<file path="config.mk">
export PLATFORM = sky130hd
export DESIGN_NAME = pipelined_adder
export DESIGN_NICKNAME = d
export VERILOG_FILES = /design/src/rtl/adder_pkg.sv /design/src/rtl/adder.sv /design/src/rtl/pipelined_adder.sv
export SDC_FILE = /design/constraint.sdc
export NUM_CORES = 1
export LEC_CHECK = 0
export ABC_AREA = 1
export CAP_MARGIN = 20
export CORE_MARGIN = 2
export CORE_UTILIZATION = 55
export CTS_CLUSTER_DIAMETER = 150
export DETAILED_ROUTE_END_ITERATION = 6
export PLACE_DENSITY = 0.82
export SYNTH_ARGS = -nofsm -noshare
export SYNTH_HDL_FRONTEND = slang
export SYNTH_SLANG_ARGS = --single-unit
</file>
<file path="constraint.sdc">
create_clock -name clk -period 5.3 [get_ports clk]
set_clock_uncertainty 0.1 [all_clocks]
set_input_delay 1.06 -clock clk [delete_from_list [all_inputs] [get_ports clk]]
set_output_delay 1.06 -clock clk [all_outputs]
set_load 0.03 [all_outputs]
</file>
<file path="src/rtl/adder_pkg.sv">
// Shared types and helpers for the pipelined adder datapath.
//   op_t        : operation select carried with each beat (add / subtract)
//   signed_max  : largest two's-complement value of a given width
//   signed_min  : smallest two's-complement value of a given width
package adder_pkg;

  typedef enum logic {
    OP_ADD = 1'b0,
    OP_SUB = 1'b1
  } op_t;

  // Widest datapath the saturation limit helpers can describe.
  localparam int unsigned LIMIT_W = 256;

  // 0111...1 in the low w bits.
  function automatic logic [LIMIT_W-1:0] signed_max(input int unsigned w);
    return (LIMIT_W'(1) << (w - 1)) - LIMIT_W'(1);
  endfunction

  // 1000...0 in the low w bits.
  function automatic logic [LIMIT_W-1:0] signed_min(input int unsigned w);
    return LIMIT_W'(1) << (w - 1);
  endfunction

endpackage

</file>
<file path="src/rtl/adder.sv">
// Combinational ripple segment adder used as one slice of the pipeline.
//   a_i, b_i : segment operands
//   cin_i    : carry into bit 0
//   sum_c    : segment sum
//   cout_c   : carry out of the segment MSB
//   ovf_c    : signed overflow, treating the segment MSB as a sign bit
module adder #(
  parameter int unsigned INPUT_WIDTH = 8
) (
  input  logic [INPUT_WIDTH-1:0] a_i,
  input  logic [INPUT_WIDTH-1:0] b_i,
  input  logic                   cin_i,
  output logic [INPUT_WIDTH-1:0] sum_c,
  output logic                   cout_c,
  output logic                   ovf_c
);

  localparam int unsigned FULL_W = INPUT_WIDTH + 1;

  logic [INPUT_WIDTH:0] full;

  // Extra MSB captures the carry out.
  assign full   = {1'b0, a_i} + {1'b0, b_i} + FULL_W'(cin_i);
  assign sum_c  = full[INPUT_WIDTH-1:0];
  assign cout_c = full[INPUT_WIDTH];
  // Like-signed operands producing an opposite-signed sum.
  assign ovf_c  = (a_i[INPUT_WIDTH-1] == b_i[INPUT_WIDTH-1]) &&
                  (full[INPUT_WIDTH-1] != b_i[INPUT_WIDTH-1]);

endmodule

</file>
<file path="src/rtl/pipelined_adder.sv">
// Pipelined signed add/subtract with optional saturation and valid/ready flow.
// Each stage resolves one SEG_WIDTH slice and registers its carry; operand
// slices are skewed in and sum slices deskewed out so a whole beat emerges at
// once, NUM_SEG register levels after it is accepted.
//   clk, rst_n          : clock, asynchronous active-low reset
//   in_valid / in_ready : operand handshake (in_ready is combinational)
//   data_ina, data_inb  : signed operands
//   carry_in, op, sat_en: carry into bit 0, add/sub select, saturate enable
//   out_valid/out_ready : result handshake
//   result, carry_out, overflow, zero : registered result and flags
module pipelined_adder
  import adder_pkg::*;
#(
  parameter int unsigned WIDTH     = 32,
  parameter int unsigned SEG_WIDTH = 8
) (
  input  logic             clk,
  input  logic             rst_n,
  input  logic             in_valid,
  output logic             in_ready,
  input  logic [WIDTH-1:0] data_ina,
  input  logic [WIDTH-1:0] data_inb,
  input  logic             carry_in,
  input  op_t              op,
  input  logic             sat_en,
  output logic             out_valid,
  input  logic             out_ready,
  output logic [WIDTH-1:0] result,
  output logic             carry_out,
  output logic             overflow,
  output logic             zero
);

  localparam int unsigned NUM_SEG = WIDTH / SEG_WIDTH;
  localparam int unsigned LAST    = NUM_SEG - 1;
  localparam logic [WIDTH-1:0] SAT_MAX = WIDTH'(signed_max(WIDTH));
  localparam logic [WIDTH-1:0] SAT_MIN = WIDTH'(signed_min(WIDTH));

  logic               adv;
  logic [WIDTH-1:0]   bx;
  logic [WIDTH-1:0]   a_stage;
  logic [WIDTH-1:0]   b_stage;
  logic [WIDTH-1:0]   sum_stage;
  logic [WIDTH-1:0]   raw_sum;
  logic [NUM_SEG-1:0] cout_stage;
  logic [NUM_SEG-1:0] cy_q;
  logic [NUM_SEG-1:0] vld_q;
  logic               ovf_last;
  logic               sat_last;
  logic [WIDTH-1:0]   result_d;
  logic [WIDTH-1:0]   result_q;
  logic               zero_d;
  logic               zero_q;
  logic               ovf_q;

  // Whole pipeline moves as one; it only freezes when a result is unread.
  assign adv       = !out_valid || out_ready;
  assign in_ready  = adv;
  assign out_valid = vld_q[LAST];
  assign carry_out = cy_q[LAST];
  assign result    = result_q;
  assign overflow  = ovf_q;
  assign zero      = zero_q;

  assign bx = (op == OP_SUB) ? ~data_inb : data_inb;

  // Per-beat valid bits, one per stage; the top bit is the output valid.
  always_ff @(posedge clk or negedge rst_n) begin
    if (!rst_n) begin
      vld_q <= '0;
    end else if (adv) begin
      vld_q <= (vld_q << 1) | NUM_SEG'(in_valid);
    end
  end

  // Inter-stage carries; the top one is the carry out of the full sum.
  always_ff @(posedge clk or negedge rst_n) begin
    if (!rst_n) begin
      cy_q <= '0;
    end else if (adv) begin
      cy_q <= cout_stage;
    end
  end

  for (genvar k = 0; k < NUM_SEG; k++) begin : g_seg
    localparam int unsigned LO = k * SEG_WIDTH;

    logic cin_seg;
    logic ovf_seg;

    // Input skew: slice k waits k cycles so it meets its carry.
    if (k == 0) begin : g_head
      assign a_stage[LO +: SEG_WIDTH] = data_ina[LO +: SEG_WIDTH];
      assign b_stage[LO +: SEG_WIDTH] = bx[LO +: SEG_WIDTH];
      assign cin_seg                  = carry_in;
    end else begin : g_skew
      logic [SEG_WIDTH-1:0] a_q [k];
      logic [SEG_WIDTH-1:0] b_q [k];

      always_ff @(posedge clk or negedge rst_n) begin
        if (!rst_n) begin
          for (int i = 0; i < k; i++) begin
            a_q[i] <= '0;
            b_q[i] <= '0;
          end
        end else if (adv) begin
          a_q[0] <= data_ina[LO +: SEG_WIDTH];
          b_q[0] <= bx[LO +: SEG_WIDTH];
          for (int i = 1; i < k; i++) begin
            a_q[i] <= a_q[i-1];
            b_q[i] <= b_q[i-1];
          end
        end
      end

      assign a_stage[LO +: SEG_WIDTH] = a_q[k-1];
      assign b_stage[LO +: SEG_WIDTH] = b_q[k-1];
      assign cin_seg                  = cy_q[k-1];
    end

    adder #(
      .INPUT_WIDTH(SEG_WIDTH)
    ) u_adder (
      .a_i   (a_stage[LO +: SEG_WIDTH]),
      .b_i   (b_stage[LO +: SEG_WIDTH]),
      .cin_i (cin_seg),
      .sum_c (sum_stage[LO +: SEG_WIDTH]),
      .cout_c(cout_stage[k]),
      .ovf_c (ovf_seg)
    );

    // Output deskew: earlier slices wait until the top slice is resolved.
    if (k == LAST) begin : g_tail
      assign raw_sum[LO +: SEG_WIDTH] = sum_stage[LO +: SEG_WIDTH];
      assign ovf_last                 = ovf_seg;
    end else begin : g_deskew
      localparam int unsigned DLEN = LAST - k;

      logic [SEG_WIDTH-1:0] s_q [DLEN];
      // Only the top slice's sign overflow means anything for the word.
      logic                 ovf_unused;

      assign ovf_unused = ovf_seg;

      always_ff @(posedge clk or negedge rst_n) begin
        if (!rst_n) begin
          for (int i = 0; i < DLEN; i++) begin
            s_q[i] <= '0;
          end
        end else if (adv) begin
          s_q[0] <= sum_stage[LO +: SEG_WIDTH];
          for (int i = 1; i < DLEN; i++) begin
            s_q[i] <= s_q[i-1];
          end
        end
      end

      assign raw_sum[LO +: SEG_WIDTH] = s_q[DLEN-1];
    end
  end

  // Saturation enable travels with its beat to the top stage.
  if (NUM_SEG == 1) begin : g_sat_direct
    assign sat_last = sat_en;
  end else begin : g_sat_dly
    logic [LAST-1:0] sat_q;

    always_ff @(posedge clk or negedge rst_n) begin
      if (!rst_n) begin
        sat_q <= '0;
      end else if (adv) begin
        sat_q <= (sat_q << 1) | LAST'(sat_en);
      end
    end

    assign sat_last = sat_q[LAST-1];
  end

  // Clamp toward the sign of A; zero flag follows the clamped value.
  always_comb begin
    result_d = raw_sum;
    if (sat_last && ovf_last) begin
      result_d = a_stage[WIDTH-1] ? SAT_MIN : SAT_MAX;
    end
    zero_d = (result_d == '0);
  end

  // Output register for result and flags.
  always_ff @(posedge clk or negedge rst_n) begin
    if (!rst_n) begin
      result_q <= '0;
      ovf_q    <= 1'b0;
      zero_q   <= 1'b0;
    end else if (adv) begin
      result_q <= result_d;
      ovf_q    <= ovf_last;
      zero_q   <= zero_d;
    end
  end

endmodule

</file>
Yosys cells after proc, flatten, opt, wreduce, memory -nomap -nowiden
Index checks and enable logic that the tools add are counted.

Flip-flop bits (word level): 189. Output and inout port bits: 37. ROM bits: 0. Latch bits: 0. RAM bits: 0. Word-level logic and storage cells: 45. Memories kept: 0.

$add $sub $neg: 8. Multiply operators: 0. Equal/unequal tests: 2. Divide/modulo/power cells: 0. Shift operators: 0. Bitwise gates (word level): 3. Reductions and logical operators: 5. $lt $le $gt $ge: 0. Multiplexer cells: 3.

Operator list (count): 32-bit two-way mux (3); 8-bit by 8-bit adder with 9-bit output (4); 9-bit by 1-bit adder with 9-bit output (4); 32-bit zero test (1); 32-bit NOT (1); 4-bit by 1-bit bitwise OR with 4-bit output (1); 3-bit by 1-bit bitwise OR with 3-bit output (1); 1-bit logical AND (2); 1-bit equality test (1); 1-bit zero test (1); 1-bit logical OR (1); 1-bit inequality test (1).

Depth between registers and ports, before layout
Gate-level depths: netlist (run 1).

Depth after elaboration: 7. Mapped depth: 15.

Hierarchy
A second synthesis (run 1) with hierarchy kept.

Cells, all modules: 1081. Area total of the unflattened synthesis: 9266.4 um^2.

Modules (own cells, without submodules): pipelined_adder (times used 1, area each 7722.4 um^2, cells each 849, sequential area each 4729.5 um^2); adder at g_seg[0].u_adder ... (times used 3, area each 386.6 um^2, cells each 58, sequential area each 0.0 um^2); adder at g_seg[3].u_adder (times used 1, area each 384.1 um^2, cells each 58, sequential area each 0.0 um^2).

Worst setup path after synthesis (run 1)
OpenSTA, ideal clock, no wires.

Path kind: input-to-reg. Start point: input op. End point: register cy_q[0]. Stages: 15. Setup time: 0.087 ns. Arrival time: 2.932 ns. Data required time: 5.113 ns. Path slack: 2.181 ns. Cells stage by stage: buf_2 buf_2 xor2_1 fa_1 inv_1 fa_1 inv_1 nand3_1 nand2_1 nand2_1 nand2_1 a21oi_1 o21ai_0 nand2_1 a22oi_1.

Longest elaborated chain between the ends: 3.

RTL lines: from (decl) (RTL line pipelined_adder.sv:24) `input op_t op,`; 32-bit two-way mux (RTL line pipelined_adder.sv:65) `assign bx = (op == OP_SUB) ? ~data_inb : data_inb;`; 8-bit by 8-bit adder with 9-bit output (RTL line adder.sv:23) `assign full = {1'b0, a_i} + {1'b0, b_i} + FULL_W'(cin_i);`; 9-bit by 1-bit adder with 9-bit output (RTL line adder.sv:23); to (signal assigned) (RTL line pipelined_adder.sv:81) `cy_q <= cout_stage;`; to (decl) (RTL line pipelined_adder.sv:46) `logic [NUM_SEG-1:0] cy_q;`.

No other way between the ends. A chain may end at the register's enable or synchronous reset.

Worst setup path after layout (run 1)
Start point: input out_ready. End point: output in_ready.

Longest elaborated chain between the ends: 1.

RTL lines: from (decl) (RTL line pipelined_adder.sv:27) `input logic out_ready,`; 1-bit logical OR (RTL line pipelined_adder.sv:57) `assign adv = !out_valid || out_ready;`; to (decl) (RTL line pipelined_adder.sv:20) `output logic in_ready,`.

No other way between the ends.

==> results.rst, run 1 <==
.. list-table::
   :header-rows: 1

   * - Metric
     - Value
   * - Status
     - completed
   * - Fraction of final layout cells sized beyond drive strength 1
     - 4.31%
   * - H-tree depth reported by CTS
     - 4
   * - Number of global-route vias before repair
     - between 6000 and 7000
   * - Wire per inst
     - 13.3 um
   * - Total routing usage reported by global routing
     - 22.1%
   * - Power per cell area
     - between 600 and 700 nW/um^2
   * - DRC viols
     - 0
   * - Gate Count Post-Synth
     - between 1000 and 1500
   * - TritonCTS clock tree
     - yes
   * - RSZ-0062 raised after global routing
     - no
   * - Shortest period the worst path allows
     - roughly 3600 ps
   * - Pwr Total
     - 6.45 mW
   * - Hold crit path type
     - register to register
   * - Start point of the worst hold path
     - g_seg[3].g_skew.b_q[16]
   * - Req. time, crit path
     - 4140 ps
   * - Die height
     - 130 um
   * - Largest net degree at the start of global routing
     - 189
   * - Routed metal-1 wire length
     - 8410 um
   * - Remaining global-route overflow
     - 0
   * - Sequential share of the synthesized area
     - 54.1%
   * - Total of max-cap violations
     - 0
   * - Critical path, cell by cell
     - clkdlybuf4s50_1 -> nor2_4 -> inv_4 -> clkdlybuf4s50_1
   * - Slowest cell on the critical path
     - clkdlybuf4s50_1
   * - Antenna violations before repair
     - 0
   * - Number of cells upsized or downsized after cts
     - 0
   * - Max rail drop VDD
     - 0.538 mV
   * - Setup Total Neg Slack
     - 0 ps
   * - CTS Buf Count
     - 17
   * - Top layer reached by signal wires
     - met4
   * - Cell taking the most area after synthesis
     - dfrtp_1
   * - Launch point of the worst reg-to-reg path
     - a_stage[24]
   * - Final max-slew violation count
     - 0
   * - Routed Antenna Nets
     - 0
   * - Number of filler cells placed in the layout
     - 1215
   * - Leakage power figure
     - roughly 5.2 nW
   * - Yosys Warn Count
     - 0
   * - Standard-cell rows
     - 46
   * - Post-layout util
     - 66.3%
   * - Worst setup slack for register-to-register paths
     - 2620 ps
   * - Net count after synthesis
     - between 1000 and 1500
   * - Delay of the slowest cell on the worst path
     - ~690 ps
   * - Type of destination of the critical path
     - output pin
   * - Final critical-path share of the clock period
     - between 60% and 70%
   * - Worst hold endpoint
     - g_seg[3].g_skew.b_q[8]
   * - Slew at the pin closest to its max-slew limit
     - 984 ps
   * - Yosys reg bits
     - 189
   * - Clock transition at the registers of the reported paths
     - 60 ps
   * - Critical path start-end classification
     - input port to output pin
   * - Num Clock Sinks
     - ~190
   * - Top-area cell type share of the netlist area
     - 54.1%
   * - Wire length of the first global-routing pass
     - 29400 um
   * - Critical Path Stages
     - 4
   * - Mean cell area of the mapped netlist
     - 8.73 um^2
   * - Met3 WL post-DR
     - 823 um
   * - Count of buffers inserted at the top-level ports
     - about 110
   * - I/O pins
     - ~110
   * - Startpoint of the worst setup timing path
     - out_ready
   * - Most used flip-flop cell after synthesis
     - dfrtp_1
   * - First-pass detailed-route iteration total
     - 5
   * - Final hold violation count
     - 0
   * - Post-CTS Hold Buffers
     - 0
   * - Number of diodes
     - 0
   * - Biggest fanout along the worst timing path
     - 6
   * - GPL Wtd Cong
     - 0.840
   * - Data arrival time of the worst path
     - 2420 ps
   * - Initial DRC Count
     - slightly above 600
   * - Critical path launch point type
     - input port
   * - Via count normalized by instance count
     - about 5.0
   * - HPWL after detailed placement
     - 11400 um
   * - Crit Reg-Reg Endpoint
     - zero
   * - Number of setup violations in the final report
     - 0
   * - Min Hold Slack
     - 365 ps
   * - Core footprint
     - 15700 um^2
   * - Horizontal die dimension
     - 130 um
   * - Cell seen most often among critical-path stages
     - clkdlybuf4s50_1
   * - Post-synthesis instance area
     - 8740 um^2
   * - Starting Density
     - 55.7%
   * - Max_slew headroom
     - between 30% and 40%
   * - Number of flops mapped to enable cells by yosys
     - 0
   * - Clock root buffer
     - clkbuf_16
   * - Highest clock frequency the design can meet
     - between 200 and 300 MHz
   * - Net count, final
     - 1191
   * - Insertion delay of the later-clocked pin in the worst-skew pair
     - 430 ps
   * - DR vias
     - 6557
   * - Async set or reset register ratio after synthesis
     - 100%
   * - CP top delay family
     - buffers and inverters
   * - Cell depth of the worst min-delay path
     - 2
   * - Met2 routed WL
     - 7910 um
   * - Detailed-route wire length
     - 17400 um
   * - Leading post-synthesis cells by cell area
     - dfrtp_1 (54%), nand2_1 (18%), ha_1 (4.0%)
   * - Count of buffering cells on the critical path with inverters included
     - 3
   * - Relative area change from synthesis to final layout
     - 19.1%
   * - Max clock buf depth
     - 2
   * - # Post-CTS Setup Buffers
     - 0
   * - Synth unique cells
     - 34
   * - DIE AREA
     - 16900 um^2
   * - Number of cell instances on the worst register-to-register path
     - 12
-- cells by family (layout without fill, tap and decap cells) --
logic type / count (synthesis) / in the layout / share of synthesized area (%)
buffers and inverters: 99 / 188 / 4.92
DFF: 189 / 189 / 54.1
and+or+nand+nor: 513 / 513 / 23.1
adders and majority gates: 36 / 36 / 5.84
xor gates and xnor gates: 44 / 44 / 4.41
AOI/OAI and AO/OA: 121 / 121 / 7.61
-- routing by layer --
| metal | up-vias | global-route usage (%) |
|---|---|---|
| met4 | 0 | 7.40 |
| met3 | 17 | 4.72 |
| met1 | 3083 | 32.3 |
| li1 | 3316 | - |
| met2 | 141 | 33.1 |
| met5 | - | 0 |
-- layout make-up --
class	instances	area [um^2]	area share, %
multi-input combinational	714	3590	34.5
timing repair buffer	112	1120	10.7
tap	216	270	2.59
sequential	189	4730	45.4
clock buffer	23	478	4.59
inverter	50	190	1.83
clock inverter	3	40.0	0.384
-- registers in the layout, indices dropped and copies added (netlist names) --
| signal | count |
|---|---|
| vld_q | 4 |
| result | 32 |
| g_sat_dly.sat_q | 3 |
| a_stage | 16 |
| overflow | 1 |
| g_seg.g_deskew.s_q | 48 |
| g_seg.g_skew.a_q | 32 |
| g_seg.g_skew.b_q | 32 |
| zero | 1 |
| b_stage | 16 |
| cy_q | 4 |
-- worst reg2reg max path, cell delays in order (launching register included) --
cell and delay [ps]:
dfrtp_1 410, fa_1 460, nand3_2 100, nand2_2 80, nand2_2 100, nand3_2 100
nand4_4 380, nor2_4 60, nor2_4 410, nand3_1 160, nor2_1 120, nand3_1 80
nand2_1 70
-- worst max path at each step --
stage,end
final,in_ready
after floorplan,cy_q[0]
after detailed placement,g_seg[1].g_deskew.s_q[11]
after global routing,in_ready
after CTS,in_ready
after global placement,in_ready
-- through the flow --
step,setup slack (ps),instances,instance area [um^2]
final,1720,1307,10400
after global routing,1690,1307,10400
after CTS,1720,1307,10400
after detailed placement,1620,1281,9900
after global placement,1720,1281,9900
after floorplan,2180,1002,8740
-- power breakdown --
group / switching, mW / leakage (nW) / internal [mW]
registers: 0.428 / 2.27 / 2.10
clock network: 0.495 / 0.257 / 0.667
logic: 1.69 / 2.65 / 1.07
total: 2.61 / 5.18 / 3.83
-- cells in the final DEF (no fill, tap or decap), types with 27 or more instances in the layout --
| master | n |
|---|---|
| inv_1 | 49 |
| a21oi_1 | 39 |
| clkdlybuf4s50_1 | 105 |
| nor2_1 | 54 |
| o21ai_0 | 61 |
| dfrtp_1 | 189 |
| nand2_1 | 428 |
| ha_1 | 28 |
| xnor2_1 | 27 |
-- Yosys cell counts (all sizes together) (2+ instances only) --
library cell and instances:
o41ai 4, buf 12, dfrtp 189, xor2 17, ha 28, nand4 2
nand3 20, o21ai 61, inv 50, nand2 432, a21oi 41, a31oi 12
nor2 58, xnor2 27, clkbuf 37, fa 8, a22oi 2
No activity file was read; power rests on OpenSTA's default activity.
==> run 2: changes to the inputs <==
clock period = 3.4 ns   (was 5.3 ns; I/O delays follow)
==> results.rst, run 2 (synthesized netlist as in run 1, its figures left out) <==
.. list-table::
   :header-rows: 1

   * - Metric
     - Value
   * - Number of filler cells placed in the layout
     - 1235 (+1.6%)
   * - Final critical-path share of the clock period
     - 83.1%
   * - Number of setup violations in the final report
     - 0 (unchanged)
   * - Clock root buffer
     - clkbuf_16
   * - Total routing usage reported by global routing
     - 22.5% (+0.46 points)
   * - Net count, final
     - 1194 (+0.25%)
   * - Power per cell area
     - 966 nW/um^2 (+56%)
   * - Leading cell type in the layout, fill and taps excluded
     - nand2_1
   * - Req. time, crit path
     - 2620 ps (-1520 ps)
   * - Final max-slew violation count
     - 0 (unchanged)
   * - Status
     - completed
   * - Standard-cell rows
     - 46 (unchanged)
   * - Largest net degree at the start of global routing
     - 189 (unchanged)
   * - Setup Total Neg Slack
     - 0 ps (unchanged)
   * - Number of global-route vias before repair
     - 6403 (+2.8%)
   * - Via count normalized by instance count
     - 5.01 (about the same)
   * - Leakage power figure
     - 5.24 nW (+1.2%)
   * - Critical path start-end classification
     - input port to output pin
   * - Starting Density
     - 55.7% (unchanged)
   * - Number of cells upsized or downsized after cts
     - 0 (unchanged)
   * - Highest clock frequency the design can meet
     - about 350 MHz
   * - Final hold violation count
     - 0 (unchanged)
   * - Clock transition at the registers of the reported paths
     - 60 ps (about the same)
   * - Initial DRC Count
     - 547 (-11%)
   * - Multi-input combinational cell area
     - 3590 um^2 (unchanged)
   * - Post-layout util
     - 67.0% (+0.76 points)
   * - Count of buffers inserted at the top-level ports
     - 107 (unchanged)
   * - Commonest cells after routing, fill and taps aside
     - nand2_1 (428), dfrtp_1 (189), clkdlybuf4s50_1 (105)
   * - GPL Wtd Cong
     - 0.824 (-1.9%)
   * - Remaining global-route overflow
     - 0 (unchanged)
   * - DR vias
     - 6597 (+0.61%)
   * - # Post-CTS Setup Buffers
     - 0 (unchanged)
   * - I/O pins
     - 108 (unchanged)
   * - Critical path, cell by cell
     - clkdlybuf4s50_1 -> nor2_4 -> inv_4 -> clkdlybuf4s50_1
   * - Die height
     - 130 um (unchanged)
   * - First-pass detailed-route iteration total
     - 4 (-1)
   * - Total cell area at the placement stage
     - 9940 um^2 (+0.48%)
   * - Wire per inst
     - 13.3 um (about the same)
   * - Switch share
     - 40.3% (-0.24 points)
   * - Critical path launch point type
     - input port
   * - Part of the power in combinational logic
     - 42.4% (-0.4 points)
   * - Max rail drop VDD
     - 0.505 mV (-6.1%)
   * - Post-route cell area
     - 10500 um^2 (+1.1%)
   * - Insertion delay of the later-clocked pin in the worst-skew pair
     - 430 ps (about the same)
   * - Register area
     - 4730 um^2 (unchanged)
   * - Max clock buf depth
     - 2 (unchanged)
   * - Hold crit path type
     - input port to asynchronous set/reset pin
   * - Data arrival time of the worst path
     - 2040 ps (-380 ps)
   * - Detailed-route wire length
     - 17500 um (+0.79%)
   * - CTS Buf Count
     - 17 (unchanged)
   * - Cell seen most often among critical-path stages
     - clkdlybuf4s50_1
   * - Biggest fanout along the worst timing path
     - 2 (-4)
   * - Top reg by flops
     - g_seg.g_deskew.s_q
   * - DIE AREA
     - 16900 um^2 (unchanged)
   * - Shortest period the worst path allows
     - about 2800 ps
   * - Routed Antenna Nets
     - 0 (unchanged)
   * - Slew at the pin closest to its max-slew limit
     - 710 ps (-274 ps)
   * - Relative area change from synthesis to final layout
     - 20.5%
   * - Horizontal die dimension
     - 130 um (unchanged)
   * - Wire length of the first global-routing pass
     - 30000 um (+1.8%)
   * - Net switching power
     - 4.10 mW (+57%)
   * - Sequential group share of total power
     - 38.6% (-0.5 points)
   * - Total of max-cap violations
     - 0 (unchanged)
   * - Core footprint
     - 15700 um^2 (unchanged)
   * - Number of flip-flops in the largest register
     - 48 (unchanged)
   * - HPWL after detailed placement
     - 11600 um (+1.4%)
   * - Cell-internal power
     - 6.07 mW (+58%)
   * - TritonCTS clock tree
     - yes
   * - Max_slew headroom
     - 52.7% (+18 points)
   * - RSZ-0062 raised after global routing
     - no
   * - DRC viols
     - 0 (unchanged)
   * - Antenna violations before repair
     - 0 (unchanged)
   * - Post-CTS Hold Buffers
     - 0 (unchanged)
   * - Num Clock Sinks
     - 189 (unchanged)
   * - Part of the total power dissipated in the clock network
     - 18.9% (+0.9 points)
   * - Fraction of final layout cells sized beyond drive strength 1
     - 5.27% (+0.96 points)
   * - Delay of the slowest cell on the worst path
     - 720 ps (+30 ps)
   * - Type of destination of the critical path
     - output pin
   * - Slowest cell on the critical path
     - clkdlybuf4s50_1
   * - Number of diodes
     - 0 (unchanged)
   * - H-tree depth reported by CTS
     - 4 (unchanged)
## run 2: cell types whose count changed in the layout (fill, tap and decap cells not counted), sizes merged
cell	previous run	this run
bufinv	1	0
clkinvlp	0	1
clkbuf	23	28
clkinv	2	3
buf	7	10
## run 2: power groups by stage
stage | clock network, mW | logic (mW) | registers [mW]
2_1_floorplan | 0 | 2.77 | 4.18
3_3_place_gp | 0 | 4.15 | 3.92
3_5_place_dp | 0 | 4.29 | 3.96
4_1_cts | 1.95 | 4.35 | 3.93
5_1_grt | 2.04 | 4.92 | 4.05
6_report | 1.93 | 4.32 | 3.93
## run 2: per-layer routing
layer  vias up  GRT usage (%)  share of wire, %
met2       151           34.9                45
met1      3097           32.0                48
met4         0           7.84               1.6
met5         -              0                 0
li1       3328              -                 -
met3        21           4.55               4.7
## run 2: worst paths after layout
check / endpoint / slack, ps / depth (start not counted) / start
min: g_seg[2].g_skew.a_q[11] / 140 / 1 / rst_n
max in group asynchronous: g_seg[0].g_deskew.s_q[18] / 2210 / 2 / rst_n
max: in_ready / 580 / 4 / out_ready
max reg2reg: zero / 730 / 13 / a_stage[24]
min reg2reg: g_seg[3].g_skew.b_q[8] / 360 / 2 / g_seg[3].g_skew.b_q[16]
min in group clk: g_seg[3].g_skew.b_q[8] / 360 / 2 / g_seg[3].g_skew.b_q[16]
## run 2: final cells by class
type                    instances  area share [%]
multi-input cells             714            34.1
clock inverters                 4           0.214
inverters                      50            1.81
well taps                     216            2.57
repair buffers                115            11.1
flip-flops and latches        189            44.9
clock buffers                  28            5.38
## run 2: critical path: cells and delay by family
kind | cells | cell delay [ps]
buffers and inverters | 3 | 1290
and+or+nand+nor | 1 | 70
## run 2: through the flow
step                cells  worst slack [ps]  total power [mW]  hold WS, ps
global route         1316               484              11.0          193
detailed placement   1284               413              8.25          352
global placement     1284               486              8.07          349
finish               1316               576              10.2          136
CTS                  1316               556              10.2          166
floorplan            1002               661              6.95          284
